===== src/rtl/ysyx_22050019_mem_rr_sched.sv =====
// Single-outstanding AXI-lite scheduler between the icache miss port (S0, read-only)
// and the LSU (S1), with LSU priority and a bounded icache starvation window.
module ysyx_22050019_mem_rr_sched #(
    parameter int unsigned ADDR_W       = 64,
    parameter int unsigned DATA_W       = 64,
    parameter int unsigned STARVE_LIMIT = 4
) (
    input  logic                clk,
    input  logic                rst,
    input  logic                s0_ar_valid,
    output logic                s0_ar_ready,
    input  logic [ADDR_W-1:0]   s0_ar_addr,
    output logic                s0_r_valid,
    input  logic                s0_r_ready,
    output logic [1:0]          s0_r_resp,
    output logic [DATA_W-1:0]   s0_r_data,
    input  logic                s1_aw_valid,
    output logic                s1_aw_ready,
    input  logic [ADDR_W-1:0]   s1_aw_addr,
    input  logic                s1_w_valid,
    output logic                s1_w_ready,
    input  logic [DATA_W-1:0]   s1_w_data,
    input  logic [DATA_W/8-1:0] s1_w_strb,
    output logic                s1_b_valid,
    input  logic                s1_b_ready,
    output logic [1:0]          s1_b_resp,
    input  logic                s1_ar_valid,
    output logic                s1_ar_ready,
    input  logic [ADDR_W-1:0]   s1_ar_addr,
    output logic                s1_r_valid,
    input  logic                s1_r_ready,
    output logic [1:0]          s1_r_resp,
    output logic [DATA_W-1:0]   s1_r_data,
    output logic                m_aw_valid,
    input  logic                m_aw_ready,
    output logic [ADDR_W-1:0]   m_aw_addr,
    output logic                m_w_valid,
    input  logic                m_w_ready,
    output logic [DATA_W-1:0]   m_w_data,
    output logic [DATA_W/8-1:0] m_w_strb,
    input  logic                m_b_valid,
    output logic                m_b_ready,
    input  logic [1:0]          m_b_resp,
    output logic                m_ar_valid,
    input  logic                m_ar_ready,
    output logic [ADDR_W-1:0]   m_ar_addr,
    input  logic                m_r_valid,
    output logic                m_r_ready,
    input  logic [1:0]          m_r_resp,
    input  logic [DATA_W-1:0]   m_r_data,
    output logic [1:0]          grant_o
);

    localparam int unsigned CNT_W = 4;

    typedef enum logic [2:0] {IDLE, RD_ADDR, RD_DATA, WR_REQ, WR_RESP} state_e;
    typedef enum logic [1:0] {
        OWN_NONE = 2'b00,
        OWN_S0RD = 2'b01,
        OWN_S1RD = 2'b10,
        OWN_S1WR = 2'b11
    } owner_e;

    state_e             state_q, state_d;
    owner_e             owner_q, owner_d;
    logic [CNT_W-1:0]   starve_q, starve_d;
    logic               aw_done_q, aw_done_d;
    logic               w_done_q, w_done_d;
    logic               own_s0;
    logic               own_ar_valid;

    always_ff @(posedge clk or posedge rst) begin
        if (rst) begin
            state_q   <= IDLE;
            owner_q   <= OWN_NONE;
            starve_q  <= '0;
            aw_done_q <= 1'b0;
            w_done_q  <= 1'b0;
        end else begin
            state_q   <= state_d;
            owner_q   <= owner_d;
            starve_q  <= starve_d;
            aw_done_q <= aw_done_d;
            w_done_q  <= w_done_d;
        end
    end

    assign own_s0       = (owner_q == OWN_S0RD);
    assign own_ar_valid = own_s0 ? s0_ar_valid : s1_ar_valid;

    // Channel routing is a pure function of registered state/owner, so every output is 0 in IDLE.
    always_comb begin
        s0_ar_ready = 1'b0;
        s0_r_valid  = 1'b0;
        s0_r_resp   = 2'b00;
        s0_r_data   = '0;
        s1_aw_ready = 1'b0;
        s1_w_ready  = 1'b0;
        s1_b_valid  = 1'b0;
        s1_b_resp   = 2'b00;
        s1_ar_ready = 1'b0;
        s1_r_valid  = 1'b0;
        s1_r_resp   = 2'b00;
        s1_r_data   = '0;
        m_aw_valid  = 1'b0;
        m_aw_addr   = '0;
        m_w_valid   = 1'b0;
        m_w_data    = '0;
        m_w_strb    = '0;
        m_b_ready   = 1'b0;
        m_ar_valid  = 1'b0;
        m_ar_addr   = '0;
        m_r_ready   = 1'b0;
        grant_o     = (state_q == IDLE) ? 2'b00 : 2'(owner_q);

        case (state_q)
            RD_ADDR: begin
                m_ar_valid = own_ar_valid;
                m_ar_addr  = own_s0 ? s0_ar_addr : s1_ar_addr;
                if (own_s0) s0_ar_ready = m_ar_ready;
                else        s1_ar_ready = m_ar_ready;
            end
            RD_DATA: begin
                m_r_ready = own_s0 ? s0_r_ready : s1_r_ready;
                if (own_s0) begin
                    s0_r_valid = m_r_valid;
                    s0_r_resp  = m_r_resp;
                    s0_r_data  = m_r_data;
                end else begin
                    s1_r_valid = m_r_valid;
                    s1_r_resp  = m_r_resp;
                    s1_r_data  = m_r_data;
                end
            end
            WR_REQ: begin
                m_aw_valid  = s1_aw_valid & ~aw_done_q;
                m_aw_addr   = s1_aw_addr;
                s1_aw_ready = m_aw_ready & ~aw_done_q;
                m_w_valid   = s1_w_valid & ~w_done_q;
                m_w_data    = s1_w_data;
                m_w_strb    = s1_w_strb;
                s1_w_ready  = m_w_ready & ~w_done_q;
            end
            WR_RESP: begin
                s1_b_valid = m_b_valid;
                s1_b_resp  = m_b_resp;
                m_b_ready  = s1_b_ready;
            end
            default: ;
        endcase
    end

    // Next-state, arbitration decision and starvation bookkeeping.
    always_comb begin
        state_d   = state_q;
        owner_d   = owner_q;
        starve_d  = starve_q;
        aw_done_d = aw_done_q;
        w_done_d  = w_done_q;

        case (state_q)
            IDLE: begin
                if (s0_ar_valid && (starve_q == CNT_W'(STARVE_LIMIT))) begin
                    owner_d = OWN_S0RD;
                    state_d = RD_ADDR;
                end else if (s1_aw_valid || s1_w_valid) begin
                    owner_d = OWN_S1WR;
                    state_d = WR_REQ;
                end else if (s1_ar_valid) begin
                    owner_d = OWN_S1RD;
                    state_d = RD_ADDR;
                end else if (s0_ar_valid) begin
                    owner_d = OWN_S0RD;
                    state_d = RD_ADDR;
                end

                if (!s0_ar_valid || (owner_d == OWN_S0RD)) starve_d = '0;
                else if (starve_q != '1)                   starve_d = starve_q + CNT_W'(1);
            end
            RD_ADDR: begin
                if (!own_ar_valid)   state_d = IDLE;
                else if (m_ar_ready) state_d = RD_DATA;
            end
            RD_DATA: begin
                if (m_r_valid && m_r_ready) state_d = IDLE;
            end
            WR_REQ: begin
                aw_done_d = aw_done_q | (m_aw_valid & m_aw_ready);
                w_done_d  = w_done_q | (m_w_valid & m_w_ready);
                if (aw_done_d && w_done_d) begin
                    aw_done_d = 1'b0;
                    w_done_d  = 1'b0;
                    state_d   = WR_RESP;
                end
            end
            WR_RESP: begin
                if (m_b_valid && s1_b_ready) state_d = IDLE;
            end
            default: state_d = IDLE;
        endcase

        if (state_d == IDLE) owner_d = OWN_NONE;
    end

endmodule


===== config.mk =====
export PLATFORM = sky130hd
export DESIGN_NAME = ysyx_22050019_mem_rr_sched
export DESIGN_NICKNAME = d
export VERILOG_FILES = /design/src/rtl/ysyx_22050019_mem_rr_sched.sv
export SDC_FILE = /design/constraint.sdc
export NUM_CORES = 1
export LEC_CHECK = 0
export CELL_PAD_IN_SITES_DETAIL_PLACEMENT = 1
export CELL_PAD_IN_SITES_GLOBAL_PLACEMENT = 1
export CORE_AREA = 2 2 269 271
export DETAILED_ROUTE_END_ITERATION = 10
export DIE_AREA = 0 0 271 273
export PLACE_DENSITY_LB_ADDON = 0.08
export RECOVER_POWER = 50
export SLEW_MARGIN = 20
export SYNTH_ARGS = -nofsm -noshare
export SYNTH_HDL_FRONTEND = slang
export SYNTH_SLANG_ARGS = --single-unit

===== constraint.sdc =====
create_clock -name clk -period 3.4 [get_ports clk]
set_input_delay 0.68 -clock clk [delete_from_list [all_inputs] [get_ports clk]]
set_output_delay 0.68 -clock clk [all_outputs]
set_load 0.03 [all_outputs]

==> results of run 1 <==
## power by group through the flow
stage          Combinational (uW)  Sequential, uW  Clock (uW)
4_1_cts                      7380             263         227
3_3_place_gp                 7420             265           0
2_1_floorplan                3820             224           0
5_1_grt                      7430             278         231
6_report                     6940             263         222
3_5_place_dp                 7350             264           0
## synthesized netlist by cell type
cell / n
and2_1: 277
nand2_1: 139
a21oi_1: 69
clkbuf_1: 32
dfrtp_1: 11
nor2_1: 9
buf_6: 7
buf_2: 6
nor3b_1: 6
clkbuf_2: 5
a31oi_1: 4
nor2b_1: 4
inv_1: 3
nand3_1: 3
o21ai_0: 3
and3_1: 2
buf_4: 2
ha_1: 2
nand3b_1: 2
o21a_1: 2
a211o_1: 1
a211oi_1: 1
a32oi_1: 1
and3b_1: 1
buf_1: 1
mux2_4: 1
mux2i_1: 1
nand2b_1: 1
nand4_1: 1
nand4b_1: 1
nor2_2: 1
nor3_1: 1
nor3b_2: 1
o22a_1: 1
o31a_1: 1
o31ai_1: 1
o32ai_4: 1
or3_1: 1
or3b_1: 1
or3b_2: 1
xnor2_1: 1
xor2_1: 1
## per-stage QoR
step	cells	total power, uW
finish	2233	7430
global route	2227	7930
CTS	2226	7870
detailed placement	2222	7610
global placement	2222	7680
floorplan	610	4050
## sequential cells by signal, summed over array words and instances (netlist names)
signal	count
owner_q	2
w_done_q	1
starve_q	4
state_q	3
aw_done_q	1
## per-layer routing
metal | track usage, % | part of all wire, % | up-vias
met5 | 0 | 0.090 | -
met4 | 1.26 | 1.2 | 6
met3 | 3.48 | 7.9 | 31
met2 | 21.6 | 56 | 282
met1 | 11.4 | 35 | 3109
li1 | - | - | 3249
## final cells by class
class / count / share of cell area, %
timing repair buffer: 715 / 60.5
multi-input combinational: 543 / 26.1
tap: 950 / 10.2
sequential: 11 / 2.36
clock buffer: 4 / 0.676
antenna: 7 / 0.150
inverter: 3 / 0.0966
## kinds of logic (layout without fill, tap and decap cells)
kind of cell / after synthesis / count (layout) / share of synthesized area (%)
adder cells (fa/ha/maj): 2 / 2 / 0.698
other: 0 / 7 / 0
AND/OR/NAND/NOR: 452 / 452 / 69.2
multiplexers: 2 / 2 / 0.698
XOR/XNOR: 2 / 2 / 0.489
AO/OA/AOI/OAI: 85 / 85 / 13.3
flip-flops: 11 / 11 / 7.68
buffers and inverters: 56 / 722 / 7.93
## final timing paths
check	end	cells past startpoint
max	m_ar_addr[5]	4
min	aw_done_q$_DFFE_PP0N_	2
max reg2reg	owner_q[0]$_DFFE_PP0P_	6
min reg2reg	aw_done_q$_DFFE_PP0N_	2
max in group asynchronous	starve_q[2]$_DFFE_PP0P_	2
min in group asynchronous	aw_done_q$_DFFE_PP0N_	2
## tightest hold or removal path, delay by kind of cell (launching register included)
kind | cells | cell delay, ns
compound gates | 1 | 0.06
simple gates | 1 | 0.06
flops | 1 | 0.40
==> results list, run 1 <==
* Max-slew headroom at the worst pin: roughly 65%
* Number of antenna violations at the first check in global routing: 10
- Registers take roughly 280 sq um.
- In the final routed layout, each cell accounts on average for a little under 20 microns.
- Final Routed Wirelength: about 44000 microns
- For this run, the slowest stage of the critical path takes around 0.73 ns.
* Worst hold-check path type: flop to flop
* P_int: ~3100 uW
- Gp weighted congestion: just over 0.8
- For this block, the initial DRC count from the detailed router was 120.
* Proportion of synthesized chip area in sequential cells: roughly 7.7%
* Post-route clock period utilization: around 94%
* Clock Root Buffer: clkbuf_16
* Largest net degree at the start of global routing: between 60 and 70
- Row count: 98
* Fill count: approximately 8.4k
- The first global-routing pass estimated a little under 60000 microns of wire.
* Largest driver fanout on the critical path: 11
- For the worst setup path, the data required time is 2.72 ns.
- In this run, flip-flops and latches consume roughly 3.5% of the power.
- Final number of max-transition violations: 0
* Clock tree skew after final layout: approximately 0.0013 ns
- OpenSTA, run right after detailed placement, puts the worst setup slack at roughly 0.29 ns.
* Yosys cell types: 42
- Commonest non-fill, non-tap cells in the layout: clkdlybuf4s50_1 (478), and2_1 (268), dlygate4sd3_1 (147)
- Post-layout min period: between 3 and 4 ns
- After technology mapping, the gate count stands at 610.
- After the last flow step, the layout net total stands at approximately 1.6k.
- Nature of the critical path endpoint: output pin
- Worst reg-to-reg setup slack: roughly 1.4 ns
- At the pin with the least slew margin, the transition time is about 0.53 ns.
- After routing, the total negative slack on setup checks comes to 0 ns.
- Before antenna repair, the detailed router went through 4 iterations.
* Unrepaired setup endpoints after global routing: no
- When the netlist entered floorplanning its net count stood at ~960.
* P_leak: 0.00478 uW
- The tool flagged a number of max-cap violations equal to 0.
* Netlist area before placement: 3580 sq um
- Worst-skew pair later-pin latency: between 0.2 and 0.25 ns
* Worst endpoint data arrival time: 2.52 ns
* Vias in the first global route: approximately 7.1k
- Share of final-layout standard cells stronger than drive strength 1: ~7.6%
- In the routed layout, each cell is associated on average with a via count of 2.99.
* Final instance area: around 12000 sq um
* Horizontal extent of the die: ~270 microns
- Worst IR drop on VDD: 272 uV
- Pin placement for this block handled 694 I/O pins.
- The kind of cell with the highest combined delay along the critical path is buffers and inverters.
* Clock Pin Slew Worst Setup and Hold Paths: roughly 0.040 ns
* Number of buffers inserted for hold repair after clock tree synthesis: 0
- Layout overhead on the synthesized area: 225%
- Yosys top cell by area: and2_1
- Clock Tree Buf Depth: 2
- The startpoint identified for the worst register-to-register timing path is owner_q[0]$_DFFE_PP0P_.
- Combinational power share: 93.5%
- The region available for standard cell placement spans slightly above 70000 sq um.
- The die covers about 74000 sq um.
- Sw Pwr: around 4400 uW
- Status: finished, final reports clean
* DP HPWL: roughly 38000 microns
* Net Sw Frac: just under 60%
- All-Layer GR Usage: about 11%
* Startpoint Class: flop
* Die Ht: around 270 microns
- Total vias in the final route: around 6.7k
- By area the synthesized netlist is led by and2_1 (48%), nand2_1 (15%), a21oi_1 (9.6%).
* Synth warn: 0
* Final ANT Viol Nets: 0
- Starting density of the core: between 5 and 6%
* Fraction of synthesized cell area taken by the top area cell type: around 48%
- In this run, post-CTS repair resized a total of 0 instances.
- CTS Buf Count: 3
- Number of synthesized register bits: 11
* Deepest level of the CTS H-tree: 1
- The total overflow left after global routing is 0.
- Setup violations remaining at the end of the flow were counted as 0.
- Dividing the synthesized area by the synthesized cell count gives roughly 5.9 sq um.
- Final hold slack: about 0.56 ns
- For this run, design rule violations remaining after detail routing come to 0.
* Crit path launch: state_q[0]$_DFF_PP0_
- Part of the total power dissipated in the clock network: 3.0%
* Post-CTS repair timing setup buffer count: 0
* Post-place instance area: 11600 sq um
* WP buf/inv: 2
- Hold violation count in the final report: 0
- TritonCTS clock tree: built
- Traced cell by cell, the critical path runs through or3b_4 -> buf_4 -> a21oi_1 -> clkdlybuf4s50_1.
- Crit Path Class: flop to output pin
* Port Buf Inserts: about 690
* Origin of the worst min-delay path: aw_done_q$_DFFE_PP0N_
- Dividing total power by cell area gives a power density of between 600 and 700 nW/um^2.
* Final cell utilization of the core: between 10% and 20%
- Most common library cell in the layout ignoring fill and taps: clkdlybuf4s50_1
- Setup ws final: ~0.2 ns
- Total area of multi-input combinational cells: a little over 3000 sq um
* Master of the slowest instance on the critical path: clkdlybuf4s50_1
- TritonCTS Sinks: 11
- Max Clk Rate: about 310 MHz
(Power assumes the default switching activity.)
==> run 2: changes to the inputs <==
Settings changed: GPL_TIMING_DRIVEN set to 0.
==> run 2 against run 1 <==
  * Utilization barely moved
  * Highest routed layer unchanged
  * Non-clock buffer count rose by 31
  * Clock power down 2%
  * Cell area is 0.21% lower
  * Sequential share of layout area about the same
  * Largest power group unchanged
  * Largest cell class unchanged
  * Sequential cell count unchanged
  * Cell count increased by 1.3%
  * Count of clock-buffer cells in the layout stayed put
  * First-iteration DRC count up 52%
  * Sequential power shrank 8.7%
==> results list, run 2 (synthesis results as in run 1) <==
- Gp weighted congestion: 0.804 (-1.3%)
* Port Buf Inserts: 693 (unchanged)
- Critical Path RT: 2.72 ns (about the same)
- DP HPWL: 40700 microns (+6.4%)
- Number of antenna violations at the first check in global routing: 10 (unchanged)
* Crit Path Class: flop to output pin
- Post-CTS repair timing setup buffer count: 0 (unchanged)
* Clock Tree Buf Depth: 2 (unchanged)
- The first-pass detailed-route iteration total is 4 (unchanged).
- Max-slew headroom at the worst pin: 46.7% (-18 points)
* Worst IR drop on VDD: 223 uV (-18%)
* Largest net degree at the start of global routing: 12 (-82%)
- The area growth from synthesis to layout is 225%.
- Final ANT Viol Nets: 0 (unchanged)
- # resized after CTS: 94 (+94)
* Post-route clock period utilization: 96.5% (+2.4 points)
- Power density cells: 631 nW/um^2 (-0.91%)
- The register clock-pin slew on the reported worst setup and hold paths is 0.04 ns (about the same).
- The maximum frequency from static timing analysis was 305 MHz (-2.5%).
* Clock Root Buffer: clkbuf_16
* Die Ht: 273 microns (unchanged)
* Final number of max-transition violations: 0 (unchanged)
* Number of flip-flops in the largest register: 4 (unchanged)
- The largest registers in the layout are starve_q (4), state_q (3), owner_q (2).
- STA classifies the critical path endpoint as an output pin.
* Global-route wire length before repair: 61100 microns (+4.9%)
- Deepest level of the CTS H-tree: 1 (unchanged)
* Number of standard cells in the final layout excluding fillers: 2261 (+1.3%)
- Slew at the pin closest to its max-slew limit: 0.797 ns (+0.271 ns)
- The total wirelength of the detailed-routed design is 45400 microns (+4.3%).
- Final net count: 1656 (+1.9%)
* Core area: 71000 sq um (unchanged)
- The floorplan die width came to 271 microns (unchanged).
- Post-detailed-route wirelength per cell: 20.1 microns (+3.0%)
- Status: finished, final reports clean
- Ranked by flip-flop count, first place goes to starve_q.
- Overall power after layout: 7340 uW (-1.1%)
* Post-layout min period: 3.28 ns (+0.0821 ns)
- TritonCTS clock tree: built
- Largest driver fanout on the critical path: 10 (-1)
* Count of pins on the block boundary: 694 (unchanged)
- Hold violation count in the final report: 0 (unchanged)
* Worst hold-check path type: flop to flop
- Total vias in the final route: 6762 (+1.3%)
- The count of final setup violators is 0 (unchanged).
- The routed via count divided by cell count came to 2.99 (about the same).
- P_leak: 0.00496 uW (+3.7%)
* Clock tree skew after final layout: 0.00227 ns (+0.000931 ns)
- The library cell used most frequently in the layout, excluding fill and tap cells, is clkdlybuf4s50_1.
- Worst-skew pair later-pin latency: 0.24 ns (about the same)
* Total Die Area: 74000 sq um (unchanged)
- Vias in the first global route: 7509 (+5.8%)
- Setup repair after global routing left no endpoint under its margin.
- The count of clock tree sinks was 11 (unchanged).
* Startpoint Class: flop
- Starting density of the core: 5.05% (unchanged)
- DRT iter0 DRCs: 182 (+52%)
- The floorplan row count was 98 (unchanged).
* Number of DRC violations after detailed routing: 0 (unchanged)
- The post-cts hold buffer count was 0 (unchanged).
- The number of CTS-inserted buffers came to 3 (unchanged).
- Setup ws final: 0.118 ns (-0.0821 ns)
* Worst endpoint data arrival time: 2.60 ns (+0.08 ns)
- Commonest non-fill, non-tap cells in the layout: clkdlybuf4s50_1 (482), and2_1 (275), nand2_1 (139)
- The remaining global-route overflow is 0 (unchanged).
- The total of max-cap violations is 0 (unchanged).
- All-Layer GR Usage: 11.4% (+0.53 points)
- The number of placed instances, taps included is 2253 (+1.4%).
- Share of final-layout standard cells stronger than drive strength 1: 4.59% (-3.0 points)
- Pre-CTS setup slack: -0.188 ns (-0.476 ns)
==> run 2: cell types whose count changed in the layout (fill, tap and decap cells not counted), sizes merged <==
cell	change
diode	-3
dlymetal6s2s	+2
clkbuf	+53
dlygate4sd3	-29
clkdlybuf4s50	+4
dlygate4sd2	+70
buf	-69
==> run 2: metal layers <==
| metal | up-vias | GRT usage, % | wire length [microns] | share of wire, % |
|---|---|---|---|---|
| met5 | - | 0 | 78 | 0.17 |
| met1 | 3144 | 12.6 | 17100 | 38 |
| li1 | 3306 | - | - | - |
| met4 | 12 | 0.829 | 345 | 0.76 |
| met3 | 26 | 3.27 | 3090 | 6.8 |
| met2 | 274 | 22.4 | 24800 | 55 |
==> run 2: critical path, stage by stage, from the launching register on <==
cell and delay (ns):
dfrtp_1 0.36, buf_6 0.13, or3b_1 0.49, buf_2 0.30
buf_6 0.20, a21oi_1 0.13, clkdlybuf4s50_1 0.73
==> run 2: worst paths after layout <==
path | startpoint | slack (ns) | to | cells past startpoint
worst min register to register | aw_done_q$_DFFE_PP0N_ | 0.55 | aw_done_q$_DFFE_PP0N_ | 2
min in group asynchronous | rst | 0.90 | aw_done_q$_DFFE_PP0N_ | 2
max in group asynchronous | rst | 2.18 | owner_q[1]$_DFFE_PP0P_ | 2
worst max-delay path | state_q[1]$_DFF_PP0_ | 0.12 | m_ar_addr[15] | 6
worst min-delay path | aw_done_q$_DFFE_PP0N_ | 0.55 | aw_done_q$_DFFE_PP0N_ | 2
worst max register to register | state_q[1]$_DFF_PP0_ | 1.62 | starve_q[1]$_DFFE_PP0P_ | 5
==> run 2: final cells by class <==
type / instances / area (sq um)
Sequential cell: 11 / 275
Clock buffer: 4 / 78.8
Fill cell: 8452 / 59400
Timing Repair Buffer: 693 / 6720
Tap cell: 950 / 1190
Inverter: 3 / 11.3
Multi-Input combinational cell: 543 / 3040
Buffer: 53 / 314
Antenna cell: 4 / 10.0
==> run 2: per-stage QoR <==
step | instance area (sq um) | setup TNS, ns | hold slack (ns) | utilization, %
2_1_floorplan | 3580 | 0 | 0.496 | -
3_3_place_gp | 11700 | -0.555 | 0.540 | 16.5
3_5_place_dp | 11700 | -0.360 | 0.539 | 16.5
4_1_cts | 11700 | 0 | 0.547 | 16.5
5_1_grt | 11600 | 0 | 0.629 | 16.4
6_report | 11600 | 0 | 0.546 | 16.4
==> run 2: report_power, final <==
| part | switching, uW | total (uW) | internal, uW |
|---|---|---|---|
| Combinational | 4360 | 6890 | 2520 |
| Clock | 60.7 | 218 | 158 |
| Sequential | 56.9 | 240 | 183 |
